==> src/rtl/tick_pwm_gen.sv <==
// Tick-counted PWM generator with shadowed period/duty, wrap pulse and busy flag.
// Optional sticky wrap interrupt (irq/irq_clr) when TICK_PWM_IRQ_EN is defined.
module tick_pwm_gen #(
  parameter int unsigned WIDTH = 8
) (
  input  logic             clk,
  input  logic             reset_n,
  input  logic             tick,
  input  logic             en,
  input  logic [WIDTH-1:0] period,
  input  logic [WIDTH-1:0] duty,
`ifdef TICK_PWM_IRQ_EN
  input  logic             irq_clr,
  output logic             irq,
`endif
  output logic             pwm_out,
  output logic [WIDTH-1:0] cnt,
  output logic             wrap,
  output logic             busy
);

  typedef enum logic [1:0] {StIdle = 2'd0, StRun = 2'd1, StStop = 2'd2} state_t;

  state_t           r_state;
  state_t           w_state_d;
  logic [WIDTH-1:0] r_cnt;
  logic [WIDTH-1:0] w_cnt_d;
  logic [WIDTH-1:0] r_period_s;
  logic [WIDTH-1:0] w_period_d;
  logic [WIDTH-1:0] r_duty_s;
  logic [WIDTH-1:0] w_duty_d;
  logic             r_wrap;
  logic             w_wrap_tick;

  assign w_wrap_tick = tick && (r_state != StIdle) && (r_cnt == r_period_s);

  always_comb begin
    w_state_d  = r_state;
    w_cnt_d    = r_cnt;
    w_period_d = r_period_s;
    w_duty_d   = r_duty_s;
    case (r_state)
      StIdle: begin
        // Start cycle: any tick arriving now is deliberately ignored.
        if (en) begin
          w_state_d  = StRun;
          w_cnt_d    = '0;
          w_period_d = period;
          w_duty_d   = duty;
        end
      end
      StRun, StStop: begin
        if (w_wrap_tick) begin
          w_cnt_d = '0;
          if (en) begin
            w_state_d  = StRun;
            w_period_d = period;
            w_duty_d   = duty;
          end else begin
            w_state_d = StIdle;
          end
        end else begin
          if (tick) w_cnt_d = r_cnt + WIDTH'(1);
          w_state_d = en ? StRun : StStop;
        end
      end
      default: begin
        w_state_d = StIdle;
        w_cnt_d   = '0;
      end
    endcase
  end

  always_ff @(posedge clk or negedge reset_n) begin
    if (!reset_n) begin
      r_state    <= StIdle;
      r_cnt      <= '0;
      r_period_s <= '0;
      r_duty_s   <= '0;
      r_wrap     <= 1'b0;
    end else begin
      r_state    <= w_state_d;
      r_cnt      <= w_cnt_d;
      r_period_s <= w_period_d;
      r_duty_s   <= w_duty_d;
      r_wrap     <= w_wrap_tick;
    end
  end

`ifdef TICK_PWM_IRQ_EN
  logic r_irq;

  // Set has priority over clear so a wrap coinciding with irq_clr is never lost.
  always_ff @(posedge clk or negedge reset_n) begin
    if (!reset_n) begin
      r_irq <= 1'b0;
    end else if (w_wrap_tick) begin
      r_irq <= 1'b1;
    end else if (irq_clr) begin
      r_irq <= 1'b0;
    end
  end

  assign irq = r_irq;
`endif

  assign busy    = (r_state != StIdle);
  assign pwm_out = busy && (r_cnt < r_duty_s);
  assign cnt     = r_cnt;
  assign wrap    = r_wrap;

endmodule

==> config.mk <==
export PLATFORM = sky130hd
export DESIGN_NAME = tick_pwm_gen
export DESIGN_NICKNAME = d
export VERILOG_FILES = /design/src/rtl/tick_pwm_gen.sv
export SDC_FILE = /design/constraint.sdc
export NUM_CORES = 1
export LEC_CHECK = 0
export ABC_AREA = 0
export BUFFER_PORTS_ARGS = -buffer_cell sky130_fd_sc_hd__buf_2
export CORE_MARGIN = 8
export CORE_UTILIZATION = 61
export DETAILED_ROUTE_END_ITERATION = 6
export GPL_ROUTABILITY_DRIVEN = 0
export PLACE_DENSITY = 0.89
export SLEW_MARGIN = 20
export SYNTH_ARGS = -nofsm -noshare
export SYNTH_HDL_FRONTEND = slang
export SYNTH_SLANG_ARGS = --single-unit
==> constraint.sdc <==
create_clock -name clk -period 4.55 [get_ports clk]
set_clock_uncertainty 0.2 [all_clocks]
set_input_delay 0.6825 -clock clk [delete_from_list [all_inputs] [get_ports clk]]
set_output_delay 0.6825 -clock clk [all_outputs]
set_load 0.02 [all_outputs]
==> After elaboration in Yosys (flattened, before gate mapping) <==
Index checks and enable logic that the tools add are counted.
{ "word_totals": {"regBits": 27, "input_bits": 20, "elab_cells": 37, "output_inout_bits": 11} }
{ "op_classes": {"reduce_logical": 9, "n_eq_ne": 6, "n_mux": 15, "magnitude_cmp": 1, "add_sub_neg": 1} }
{ "op_table": {"columns": ["op", "count"], "rows": [
  ["8-bit two-way mux", 7],
  ["8-bit one-hot mux with 2 select lines", 3],
  ["8-bit by 1-bit adder with 8-bit output (second input constant)", 1],
  ["8-bit equality test", 1],
  ["8-bit < comparator", 1],
  ["2-bit two-way mux", 3],
  ["2-bit != test (second input constant)", 2],
  ["2-bit one-hot mux with 2 select lines", 1],
  ["2-bit AND reduction", 2],
  ["2-bit nonzero test", 2],
  ["1-bit logical AND", 3],
  ["3-bit != test (second input constant)", 1],
  ["2-bit by 1-bit equality test with 1-bit output (second input constant)", 1],
  ["2-bit equality test (second input constant)", 1],
  ["2-bit logical NOT", 1],
  ["2-bit OR reduction", 1],
  ["1-bit two-way mux", 1]
]} }

==> Depth between registers and ports, before layout <==
{ "depth": {"depth_word": 5, "ltp_mapped": 8, "depth_no_buf": 6} }

==> Least setup slack after synthesis <==
OpenSTA, ideal clock, no wires.
{ "synth_timing": {"path_kind": "reg2out", "startpoint": "reg r_cnt[4] (netlist: cnt[4])", "endpoint": "out pwm_out", "slack_ps": 2058, "required_ps": 3668, "n_path_buf": 0, "arrival_time_ps": 1610, "stages_incl_launch_ff": 6, "path_cell_list": "dfrtp_1 -> ha_1 -> a21o_1 -> a21oi_1 -> o31ai_1 -> a31oi_1"} }
{ "synth_between": {"elab_chain_cells": 2} }
{ "synth_lines": {"columns": ["element", "line", "text"], "rows": [
  ["start, declared", "26", "logic [WIDTH-1:0] r_cnt;"],
  ["start signal, assigned", "83", "r_cnt <= w_cnt_d;"],
  ["8-bit < comparator", "108", "assign pwm_out = busy && (r_cnt < r_duty_s);"],
  ["1-bit logical AND", "108", null],
  ["end, declared", "16", "output logic pwm_out,"]
]} }
No other way between the ends.

==> Final worst setup path <==
Same ends and word-level chain as after synthesis.

==> summary.txt <==
Synth
  – Ys async rst share: 100%
  – Leading area contributor after synthesis: dfrtp_1
  – #FFs+latches synth: 27
  – Syn Inst Count: 244
  – Synth top area cells: dfrtp_1 33%, ha_1 6.1%, nor3b_1 5.9%
  – Number of synthesized flops with an enable pin: 0
  – Post-synthesis cell type count: 41
  – Top cells by count, synth: 27 x dfrtp_1, 24 x nand2_1, 22 x nand3_1
  – Synthesized area: approximately 2000 µm²
  – Synthesis Warnings: 0
  – Yosys top cell area share: approximately 33%
  – Most common cell in the netlist: dfrtp_1
  – Seq/Total Area, Yosys: between 30 and 40%
  – Syn Area/Cell: 8.41 µm²
  – Syn_nets: 274
  – Synth Flop Type: dfrtp_1

CTS
  – Clock Sinks: 27
  – CTS tree: done
  – Number of hold buffers added after CTS: 0
  – Post-CTS resize count: 0
  – Htree depth: 1
  – Clk buf depth: 2
  – Clk_lat worst skew: 0.33 ns
  – Number of buffers created by CTS: 3
  – Clock-pin slew on the worst setup and hold paths: 0.15 ns
  – Clk root buf: clkbuf_4
  – Post-CTS setup buffers: 0

Timing
  – Fmax: 361 MHz
  – Hold slack final: 0.130 ns
  – Crit path time final: between 2 and 3 ns
  – Rel. slew slack: 45.6%
  – Final setup viols: 0
  – Worst slew pin tran: 0.816 ns
  – Final worst path period share: 60.8%
  – RSZ-0062 raised after global routing: false
  – Final hold viol count: 0
  – Setup tns final: 0 ns
  – Max Slew Vio Count: 0

Setup path
  – WS Path Type: flop to primary output
  – CP endpoint kind: primary output
  – Worst setup SP type: flop
  – CP peak stage delay: 0.47 ns
  – Arrival time worst endpoint: around 1.9 ns
  – CP max-delay cell: dfrtp_1
  – Worst path cell trace: ha_1, a21o_1, a21oi_1, o31ai_1, a31oi_1, buf_2
  – Critical Path RT: 3.67 ns
  – Worst Path Max Fanout: 6

Routing
  – Iter 0 DRT Violations: ~140
  – Via count: a little under 2k
  – Antenna Nets Post-Route: 0
  – Routed WL: 4.85 mm
  – First-pass detailed-route iteration total: 4
  – WL/cell: 15.7 µm
  – Vias/cell: 6.31
  – Residual DRC: 0

Power and ir drop
  – Cell Pwr Density: around 590 nW/µm²
  – Pwr Total: 1.33 mW
  – LEAKAGE: 0.914 nW
  – Maximum vdd drop: 0.339 mV

Run status
  – Status: finished clean

Worst hold path
  – Hold crit path type: input pin to asynchronous set/reset pin

Die
  – Die H: 74 µm
  – Initial cell density of the core: 62.5%
  – Die width: 74 µm
  – Die ar.: 5480 µm²
  – Rows: 21
  – I/O pin count: 31
  – Core area: 3280 µm²

Global routing
  – Initial antenna violation count: 0
  – Vias in the first global route: 1,755
  – Total global-route track usage: 18.7%
  – First-pass GRT wire length: 8.34 mm
  – Largest net degree at the start of global routing: 46
  – GR Overflow Total: 0

Placed design
  – I/O Buffers: 30
  – Placed wire-length estimate: 3.28 mm

Flow run
  – Max-cap violations: 0

Layout
  – Fraction of layout cells with a size suffix above 1: between 10% and 20%
  – Final Net Count: 295
  – Diode count: 0
  – Layout Area Growth over Synthesis: 9.15%
[flip-flops by register name (all words and copies together) (netlist names)]
signal and cells:
cnt 8, r_duty_s 8, r_period_s 8, r_state 2
wrap 1
[critical path, delay by kind of cell, from the launching register on]
family          cells  cell delay [ns]
compound gates      4             0.56
flops               1             0.47
fa+ha+maj           1             0.34
buf+inv             1             0.18
[routing by layer]
metal	up-vias	routed length, µm	global-route usage, %
met4	0	66	6.21
met5	-	0	0
met2	61	2340	30.2
li1	952	-	-
met1	939	2160	25.5
met3	5	294	1.89
[path summary, 6_finish.rpt]
path                                    startpoint                      end  slack, ns  depth (start not counted)
max                             cnt[4]$_DFFE_PN0P_                  pwm_out       1.78                          6
min                                        reset_n       cnt[2]$_DFFE_PN0P_       0.13                          1
max reg2reg                 r_state[0]$_DFFE_PN0P_       cnt[6]$_DFFE_PN0P_       2.06                          7
min reg2reg                r_duty_s[2]$_DFFE_PN0P_  r_duty_s[2]$_DFFE_PN0P_       0.39                          2
max in group asynchronous                  reset_n       cnt[4]$_DFFE_PN0P_       3.64                          1
min in group clk           r_duty_s[2]$_DFFE_PN0P_  r_duty_s[2]$_DFFE_PN0P_       0.39                          2
[where the power goes]
part           internal, mW  switching [mW]  total, mW
registers             0.305          0.0676      0.372
logic                 0.341           0.503      0.844
clock network        0.0344          0.0751      0.110
[per-stage QoR]
stage                     instance area [µm²]  cells  util [%]  worst slack [ns]
final                                    2240    310      68.2              1.78
after floorplan                          2050    244         -              2.06
after detailed placement                 2210    306      67.4              2.09
after CTS                                2240    310      68.2              1.79
after global placement                   2210    306      67.4              2.13
after global routing                     2240    310      68.2              1.67
[area by class of cell]
cell class,count,area [µm²]
clock buffers,4,26.3
repair buffers,35,188
fillers,277,1040
inverters,12,45.0
flip-flops and latches,27,676
multi-input cells,186,1250
well taps,46,57.6
[placed cells by master (no fill, tap or decap), types with 2 or more instances in the layout]
cell / instances
a221oi_1: 9
o21ai_0: 14
o211ai_1: 7
nand2_1: 24
or4_1: 16
buf_4: 5
buf_2: 30
dfrtp_1: 27
or3_1: 2
a311oi_1: 7
clkbuf_4: 3
nor3b_1: 16
o31ai_1: 2
nand3_1: 22
nor2b_4: 2
nor4_1: 3
a22oi_1: 2
nor2_1: 10
inv_1: 12
and2_1: 9
ha_1: 10
xnor2_1: 9
a21oi_1: 5
[logic make-up after synthesis]
| family | count (synthesis) | synth area share, % |
|---|---|---|
| fa+ha+maj | 10 | 6.10 |
| flops | 27 | 32.9 |
| buf+inv | 31 | 6.28 |
| simple gates | 110 | 31.0 |
| compound gates | 55 | 18.9 |
| xor+xnor | 10 | 4.27 |
| mux | 1 | 0.488 |
Power figures use the tool's default switching activity.
